`config.mk`:
```
export PLATFORM = sky130hd
export DESIGN_NAME = info_packet_state_flat
export DESIGN_NICKNAME = d
export VERILOG_FILES = /design/src/rtl/info_packet_pkg.sv /design/src/rtl/info_packet_state_if.sv /design/src/rtl/info_packet_state.sv /design/src/flat_wrapper.sv
export SDC_FILE = /design/constraint.sdc
export NUM_CORES = 1
export LEC_CHECK = 0
export CELL_PAD_IN_SITES_DETAIL_PLACEMENT = 1
export CELL_PAD_IN_SITES_GLOBAL_PLACEMENT = 1
export CORE_AREA = 2 2 39 41
export CTS_CLUSTER_SIZE = 20
export DETAILED_ROUTE_END_ITERATION = 16
export DIE_AREA = 0 0 41 43
export DONT_BUFFER_PORTS = 1
export HOLD_SLACK_MARGIN = 0.12
export PLACE_DENSITY_LB_ADDON = 0.1
export SLEW_MARGIN = 20
export SYNTH_ARGS = -nofsm -noshare
export SYNTH_HDL_FRONTEND = slang
export SYNTH_SLANG_ARGS = --single-unit
```
`constraint.sdc`:
```
create_clock -name i_pixclk -period 3.55 [get_ports i_pixclk]
set_clock_uncertainty 0.15 [all_clocks]
set_input_delay 0.5325 -clock i_pixclk [delete_from_list [all_inputs] [get_ports i_pixclk]]
set_output_delay 0.5325 -clock i_pixclk [all_outputs]
set_load 0.03 [all_outputs]
```
`src/rtl/info_packet_pkg.sv`:
```
// Shared definitions for the data-island slot-0 packet scheduler: state
// encoding and the packet header bytes the encoder pairs with each selection.
package info_packet_pkg;

  typedef enum logic [1:0] {
    ST_IDLE  = 2'd0,
    ST_REGEN = 2'd1,
    ST_AVI   = 2'd2,
    ST_AINFO = 2'd3
  } state_t;

  localparam logic [23:0] HDR_ACR   = 24'h000001;
  localparam logic [23:0] HDR_AINFO = 24'h0A0184;
  localparam logic [23:0] HDR_AVI   = 24'h0D0282;

  // Header the encoder should load for a given selection (zero when idle).
  function automatic logic [23:0] header_of(state_t s);
    logic [23:0] hdr;
    hdr = 24'h000000;
    case (s)
      ST_REGEN: hdr = HDR_ACR;
      ST_AVI:   hdr = HDR_AVI;
      ST_AINFO: hdr = HDR_AINFO;
      default:  hdr = 24'h000000;
    endcase
    return hdr;
  endfunction

endpackage

```
`src/rtl/info_packet_state_if.sv`:
```
// Request/select bundle between the packet scheduler and the data-island
// encoder. The master side raises requests and reports transmission; the
// slave side (the scheduler) returns the one-hot packet selection.
interface info_packet_state_if;

  logic start_of_frame;
  logic audio_regen_needed;
  logic packet_sent;
  logic audio_regen;
  logic audio_info;
  logic video_info;
  logic packet_needed;

  modport master (
    output start_of_frame,
    output audio_regen_needed,
    output packet_sent,
    input  audio_regen,
    input  audio_info,
    input  video_info,
    input  packet_needed
  );

  modport slave (
    input  start_of_frame,
    input  audio_regen_needed,
    input  packet_sent,
    output audio_regen,
    output audio_info,
    output video_info,
    output packet_needed
  );

endinterface

```
`src/rtl/info_packet_state.sv`:
```
// Slot-0 packet scheduler for the HDMI data-island encoder.
// Latches ACR / AVI / audio-infoframe requests as sticky pending flags and
// selects one packet at a time, holding it until the encoder reports it sent.
// Build option: INFOPKT_AUDIO_INFO_EN enables audio infoframe scheduling;
// without it the audio infoframe is never requested and audio_info stays 0.
//
// state    | meaning
// ---------+-------------------------------------------------------------
// ST_IDLE  | nothing selected; picks highest-priority pending next cycle
// ST_REGEN | ACR packet selected, waiting for packet_sent
// ST_AVI   | AVI infoframe selected, waiting for packet_sent
// ST_AINFO | audio infoframe selected, waiting for packet_sent
module info_packet_state
  import info_packet_pkg::*;
#(
  parameter int FRAMES_PER_INFO = 1
) (
  input  logic                i_pixclk,
  input  logic                i_reset,
  info_packet_state_if.slave  bus
);

  localparam int CW = (FRAMES_PER_INFO > 1) ? $clog2(FRAMES_PER_INFO) : 1;
  localparam logic [CW-1:0] CNT_MAX = CW'(FRAMES_PER_INFO - 1);

  state_t        state;
  state_t        state_nxt;
  logic [CW-1:0] frame_cnt;
  logic [CW-1:0] frame_cnt_nxt;
  logic          info_req;

  logic          regen_pend;
  logic          regen_pend_nxt;
  logic          clr_regen;
  logic          avi_pend;
  logic          avi_pend_nxt;
  logic          clr_avi;
`ifdef INFOPKT_AUDIO_INFO_EN
  logic          ainfo_pend;
  logic          ainfo_pend_nxt;
  logic          clr_ainfo;
  logic          audio_info_q;
`endif

  logic          audio_regen_q;
  logic          video_info_q;
  logic          packet_needed_q;

  // Frame counter: infoframes are due on the frame where the count is zero.
  always_comb begin
    info_req      = bus.start_of_frame && (frame_cnt == '0);
    frame_cnt_nxt = frame_cnt;
    if (bus.start_of_frame) begin
      if (frame_cnt == CNT_MAX) begin
        frame_cnt_nxt = '0;
      end else begin
        frame_cnt_nxt = frame_cnt + CW'(1);
      end
    end
  end

  // Next state: priority pick out of IDLE, hold a selection until sent.
  always_comb begin
    state_nxt = state;
    clr_regen = 1'b0;
    clr_avi   = 1'b0;
`ifdef INFOPKT_AUDIO_INFO_EN
    clr_ainfo = 1'b0;
`endif
    case (state)
      ST_IDLE: begin
        if (regen_pend) begin
          state_nxt = ST_REGEN;
          clr_regen = 1'b1;
        end else if (avi_pend) begin
          state_nxt = ST_AVI;
          clr_avi   = 1'b1;
        end
`ifdef INFOPKT_AUDIO_INFO_EN
        else if (ainfo_pend) begin
          state_nxt = ST_AINFO;
          clr_ainfo = 1'b1;
        end
`endif
      end
      ST_REGEN, ST_AVI, ST_AINFO: begin
        if (bus.packet_sent) begin
          state_nxt = ST_IDLE;
        end
      end
      default: state_nxt = ST_IDLE;
    endcase
  end

  // Pending flags: a new request wins over a clear in the same cycle, and
  // repeated requests simply merge into the already-set flag.
  always_comb begin
    regen_pend_nxt = bus.audio_regen_needed | (regen_pend & ~clr_regen);
    avi_pend_nxt   = info_req | (avi_pend & ~clr_avi);
`ifdef INFOPKT_AUDIO_INFO_EN
    ainfo_pend_nxt = info_req | (ainfo_pend & ~clr_ainfo);
`endif
  end

  // State, pending flags and frame counter registers.
  always_ff @(posedge i_pixclk) begin
    if (i_reset) begin
      state      <= ST_IDLE;
      frame_cnt  <= '0;
      regen_pend <= 1'b0;
      avi_pend   <= 1'b0;
`ifdef INFOPKT_AUDIO_INFO_EN
      ainfo_pend <= 1'b0;
`endif
    end else begin
      state      <= state_nxt;
      frame_cnt  <= frame_cnt_nxt;
      regen_pend <= regen_pend_nxt;
      avi_pend   <= avi_pend_nxt;
`ifdef INFOPKT_AUDIO_INFO_EN
      ainfo_pend <= ainfo_pend_nxt;
`endif
    end
  end

  // Registered one-hot selects, decoded from the next state so they track
  // the state register exactly.
  always_ff @(posedge i_pixclk) begin
    if (i_reset) begin
      audio_regen_q   <= 1'b0;
      video_info_q    <= 1'b0;
      packet_needed_q <= 1'b0;
`ifdef INFOPKT_AUDIO_INFO_EN
      audio_info_q    <= 1'b0;
`endif
    end else begin
      audio_regen_q   <= (state_nxt == ST_REGEN);
      video_info_q    <= (state_nxt == ST_AVI);
      packet_needed_q <= (state_nxt != ST_IDLE);
`ifdef INFOPKT_AUDIO_INFO_EN
      audio_info_q    <= (state_nxt == ST_AINFO);
`endif
    end
  end

  assign bus.audio_regen   = audio_regen_q;
  assign bus.video_info    = video_info_q;
  assign bus.packet_needed = packet_needed_q;
`ifdef INFOPKT_AUDIO_INFO_EN
  assign bus.audio_info    = audio_info_q;
`else
  assign bus.audio_info    = 1'b0;
`endif

endmodule

```
`src/flat_wrapper.sv`:
```
// flat-port wrapper written by rule: the top's interface ports become plain ports
module info_packet_state_flat import info_packet_pkg::*;
#(
  parameter int FRAMES_PER_INFO = 1
)
  (i_pixclk, i_reset, bus_start_of_frame, bus_audio_regen_needed, bus_packet_sent, bus_audio_regen, bus_audio_info, bus_video_info, bus_packet_needed);
  info_packet_state_if bus_i ();
  input  logic i_pixclk;
  input  logic i_reset;
  input wire logic [$bits(bus_i.start_of_frame)-1:0] bus_start_of_frame;
  input wire logic [$bits(bus_i.audio_regen_needed)-1:0] bus_audio_regen_needed;
  input wire logic [$bits(bus_i.packet_sent)-1:0] bus_packet_sent;
  output wire logic [$bits(bus_i.audio_regen)-1:0] bus_audio_regen;
  output wire logic [$bits(bus_i.audio_info)-1:0] bus_audio_info;
  output wire logic [$bits(bus_i.video_info)-1:0] bus_video_info;
  output wire logic [$bits(bus_i.packet_needed)-1:0] bus_packet_needed;
  assign bus_i.start_of_frame = bus_start_of_frame;
  assign bus_i.audio_regen_needed = bus_audio_regen_needed;
  assign bus_i.packet_sent = bus_packet_sent;
  assign bus_audio_regen = bus_i.audio_regen;
  assign bus_audio_info = bus_i.audio_info;
  assign bus_video_info = bus_i.video_info;
  assign bus_packet_needed = bus_i.packet_needed;
  info_packet_state #(.FRAMES_PER_INFO(FRAMES_PER_INFO)) u_core (.i_pixclk(i_pixclk), .i_reset(i_reset), .bus(bus_i));
endmodule
```
# Word level (Yosys, flattened, before mapping)
# Cells that the tools add are included.
[totals]
regBits = 8
in_bits = 5
output_inout_bits = 4
wordCells = 34
[classes]
addsub = 1
eq_ne = 5
muxes = 10
n_bitwise = 7
n_reduce_logical = 4
[op_table]
columns = ["cell", "count"]
rows = [
  ["2-bit equality test (second input constant)", 3],
  ["1-bit two-way mux", 6],
  ["2-bit two-way mux", 3],
  ["2-bit by 1-bit equality test with 1-bit output (second input constant)", 2],
  ["2-bit case mux with 2 select lines", 1],
  ["1-bit NOT", 3],
  ["3-bit OR reduction", 1],
  ["1-bit bitwise AND", 2],
  ["2-bit logical NOT", 1],
  ["1-bit bitwise OR", 2],
  ["2-bit nonzero test", 1],
  ["1-bit adder (second input constant)", 1],
  ["1-bit logical AND", 1],
]

# Logic depth before layout (Yosys ltp)
[depth]
depth_word = 6
mapped_depth = 2
depth_no_buf = 2

# Worst setup path before layout
# Ideal clock, no wire load.
[synth_timing]
path_kind = "register -> register"
start = "register u_core.state[0]"
end = "register u_core.state[1]"
setup_ps = 70
t_arrival_ps = 972
t_required_ps = 3330
setup_slack_ps = 2358
stages_incl_launch_ff = 3
n_path_buf = 0
period_less_slack_ps = 1192
cell_sequence = "dfxtp_1 or4b_1 a21oi_1"
[synth_via]
elab_chain_len = 3
elab_cells_between_ends = 6
cone_classes = "3 x eq/ne; 1 x mux; 2 x reduce/logical"
[synth_rtl]
columns = ["item", "line_no", "rtl"]
rows = [
  ["from (decl)", "info_packet_state.sv:26", "state_t state;"],
  ["from (signal assigned)", "info_packet_state.sv:116", "state <= state_nxt;"],
  ["2-bit by 1-bit equality test with 1-bit output / 2-bit equality test (equally long branches)", "info_packet_state.sv:70", "case (state)"],
  ["3-bit OR reduction", "info_packet_state.sv:70", ""],
  ["2-bit case mux with 2 select lines *", "info_packet_state.sv:70", ""],
]
# Mark *: on every way between the ends. The rest lies on a longest branch, timed or not.
# A chain may end at the register's enable or synchronous reset.

# Final worst setup path
[layout_timing]
start = "register u_core.audio_regen_q, in the netlist u_core.bus.audio_regen"
end = "output bus_audio_regen"
[layout_lines]
columns = ["item", "line_no", "rtl"]
rows = [
  ["from (decl)", "info_packet_state.sv:45", "logic audio_regen_q;"],
  ["from (signal assigned)", "info_packet_state.sv:137", "audio_regen_q <= (state_nxt == ST_REGEN);"],
  ["to (decl)", "flat_wrapper.sv:13", "output wire logic [$bits(bus_i.audio_regen)-1:0] bus_audio_regen;"],
]
# No word-level cell between the ends.

==> metrics.md <==
| Metric | Value |
|---|---|
| Status | complete, no violations |
| Most common cell after layout, fill and taps aside | dfxtp_1 |
| Global route total overflow | 0 |
| Post-CTS setup buffers | 0 |
| Clock Tree Buf Depth | 2 |
| Net Sw Frac | 25.6% |
| Critical path arrival | 730 ps |
| Gp weighted congestion | 0.631 |
| Max Fclk | 0.708 GHz |
| Post-synthesis area per instance | 9.70 µm² |
| Initial core utilization | 19.6% |
| Area Growth Syn to Fin | 14.3% |
| Startpoint types | flip-flop |
| Hold Crit Endpoint | u_core.regen_pend |
| Slew Viols, Final | 0 |
| Final hold vios | 0 |
| Synth unique cells | 16 |
| Site Rows | 14 |
| Routed WL | 543 µm |
| Cell count of the worst reg-to-reg path | 2 |
| Seq pwr share | 53.2% |
| Setup violations, final | 0 |
| Placed inst area | 284 µm² |
| Largest area contributor in the netlist | dfxtp_1 |
| Power after layout | 0.000180 W |
| Synthesized flop and latch total | 7 |
| Die Wd | 41 µm |
| CTS tree | done |
| Routed length per instance | 11.6 µm |
| Register area share after synthesis | 51.6% |
| Final period utilization | 39.8% |
| Post-DRT Antenna Nets | 0 |
| Global-route wire length before repair | 966 µm |
| Root buf cell | clkbuf_4 |
| HP Start | i_reset |
| Die height | 43 µm |
| Int Pwr | 0.000134 W |
| CP Max Fanout | 1 |
| Combinational group share of total power | 6.6% |
| Sum Neg Setup Slack | 0 ps |
| Post-synth top area share | 51.6% |
| Worst EP required | 2870 ps |
| Initial antenna violation count | 0 |
| Hold Path Class | in -> reg |
| Reg2reg end | u_core.state[1] |
| RR Startpoint | u_core.state[0] |
| Hold depth | 1 |
| Top cells by area, synth | dfxtp_1 52%, a21oi_1 5.5%, a211oi_1 5.5% |
| RSZ-0062 raised after global routing | no |
| Cell leakage power | 0.111 nW |
| Crit end category | output pin |
| CP Class | reg -> out |
| Port bufs | 0 |
| Multi-input combinational cell area | 120 µm² |
| Ys Warns | 0 |
| Top Ports | 9 |
| Reg-to-reg setup timing slack | 2270 ps |
| Floorplan Core Area | 1380 µm² |
| Commonest non-fill, non-tap cells in the layout | 7 x dfxtp_1, 3 x a21oi_1, 3 x clkbuf_4 |
| Layout cells sized above 1 | 12.9% |
| Vias in the first global route | 215 |
| Final Util | 22.4% |
| ANT cells | 0 |
| Peak supply drop | 0.0997 mV |
| Die area | 1760 µm² |
| Vias | 205 |
| Fillers | 173 |
| Initial drt markers | 1 |
| Drc violations | 0 |
| Hold_buf cts | 0 |
| Pin count of the biggest net entering global routing | 10 |
| Clock share of power | 40.2% |
| Avg Vias per Cell | 4.36 |
| Net Count, Synth | 33 |
| Cell area after layout | 310 µm² |
| Final nets | 37 |
| Storage cell area | 140 µm² |
| TritonCTS Sinks | 7 |
| Cells after synthesis | 28 |
| Post_cts resized | 0 |
| Power per cell area | 581 nW/µm² |
| Clock Latency Late Sink | 250 ps |
| Final min period | 1410 ps |
| Drt pass-1 iters | 2 |
| Reg clk slew, reported paths | 50 ps |
| Synth Cell Area | 272 µm² |
| Num CTS Buffers | 3 |
| GRT Total Usage | 9.04% |
| Sw power | 0.0000461 W |
| Max Cap Viol | 0 |
| CTS H-tree depth | 1 |
metrics by stage:
stage,hold WS [ps],std cells,setup slack [ps]
2_1_floorplan,334,28,2360
3_3_place_gp,350,43,2290
3_5_place_dp,361,43,2290
4_1_cts,184,47,2120
5_1_grt,171,47,2080
6_report,194,47,2140
power groups by stage:
stage	combinational (W)	sequential [W]	clock [W]
after floorplan	0.0000117	0.0000959	0
after global placement	0.0000117	0.0000976	0
after detailed placement	0.0000118	0.0000977	0
after CTS	0.0000121	0.0000961	0.0000771
after global routing	0.0000136	0.0000972	0.0000871
final	0.0000119	0.0000960	0.0000725
sequential cells by signal, summed over array words and instances (netlist names):
name	cells
u_core.bus.packet_needed	1
u_core.bus.video_info	1
u_core.bus.audio_regen	1
u_core.regen_pend	1
u_core.avi_pend	1
u_core.state	2
worst reg2reg max path, cell delays in order (launching register included):
cell	delay, ps
dfxtp_1	380
or4b_1	530
a21oi_1	150
synthesized netlist by cell type, drive strengths merged:
cell type,count
a211oi,2
o21ai,1
or3b,2
buf,1
dfxtp,7
nor3,2
or2b,1
inv,1
nor2,1
nor4,2
conb,1
or4b,1
a21oi,3
nand2b,2
o21a,1
how the worst max path moves through the flow:
stage                                  start                 to  slack, ps  cells past startpoint
floorplan                    u_core.state[0]    u_core.state[1]       2360                      2
global placement             u_core.state[0]    u_core.state[1]       2290                      2
global route        u_core.bus.packet_needed  bus_packet_needed       2080                      0
detailed placement           u_core.state[0]    u_core.state[1]       2290                      2
CTS                 u_core.bus.packet_needed  bus_packet_needed       2120                      0
finish                u_core.bus.audio_regen    bus_audio_regen       2140                      0
layer usage:
layer	global-route usage, %	vias up	routed length (µm)
met3	5.76	0	60
met2	9.38	7	220
met4	10.0	0	0
li1	-	108	-
met5	0	-	0
met1	10.9	90	262
final cells by class:
type                            instances  area share [%]
Multi-Input combinational cell         19            38.7
Tap cell                               16            6.45
Inverter                                1            1.21
Clock buffer                            4            8.47
Sequential cell                         7            45.2
kinds of logic after synthesis:
kind of cell / after synthesis / synth area share [%]
AND/OR/NAND/NOR: 11 / 27.2
AO/OA/AOI/OAI: 7 / 15.7
flip-flops: 7 / 51.6
buffers and inverters: 2 / 4.15
other: 1 / 1.38
Power figures use the tool's default switching activity.
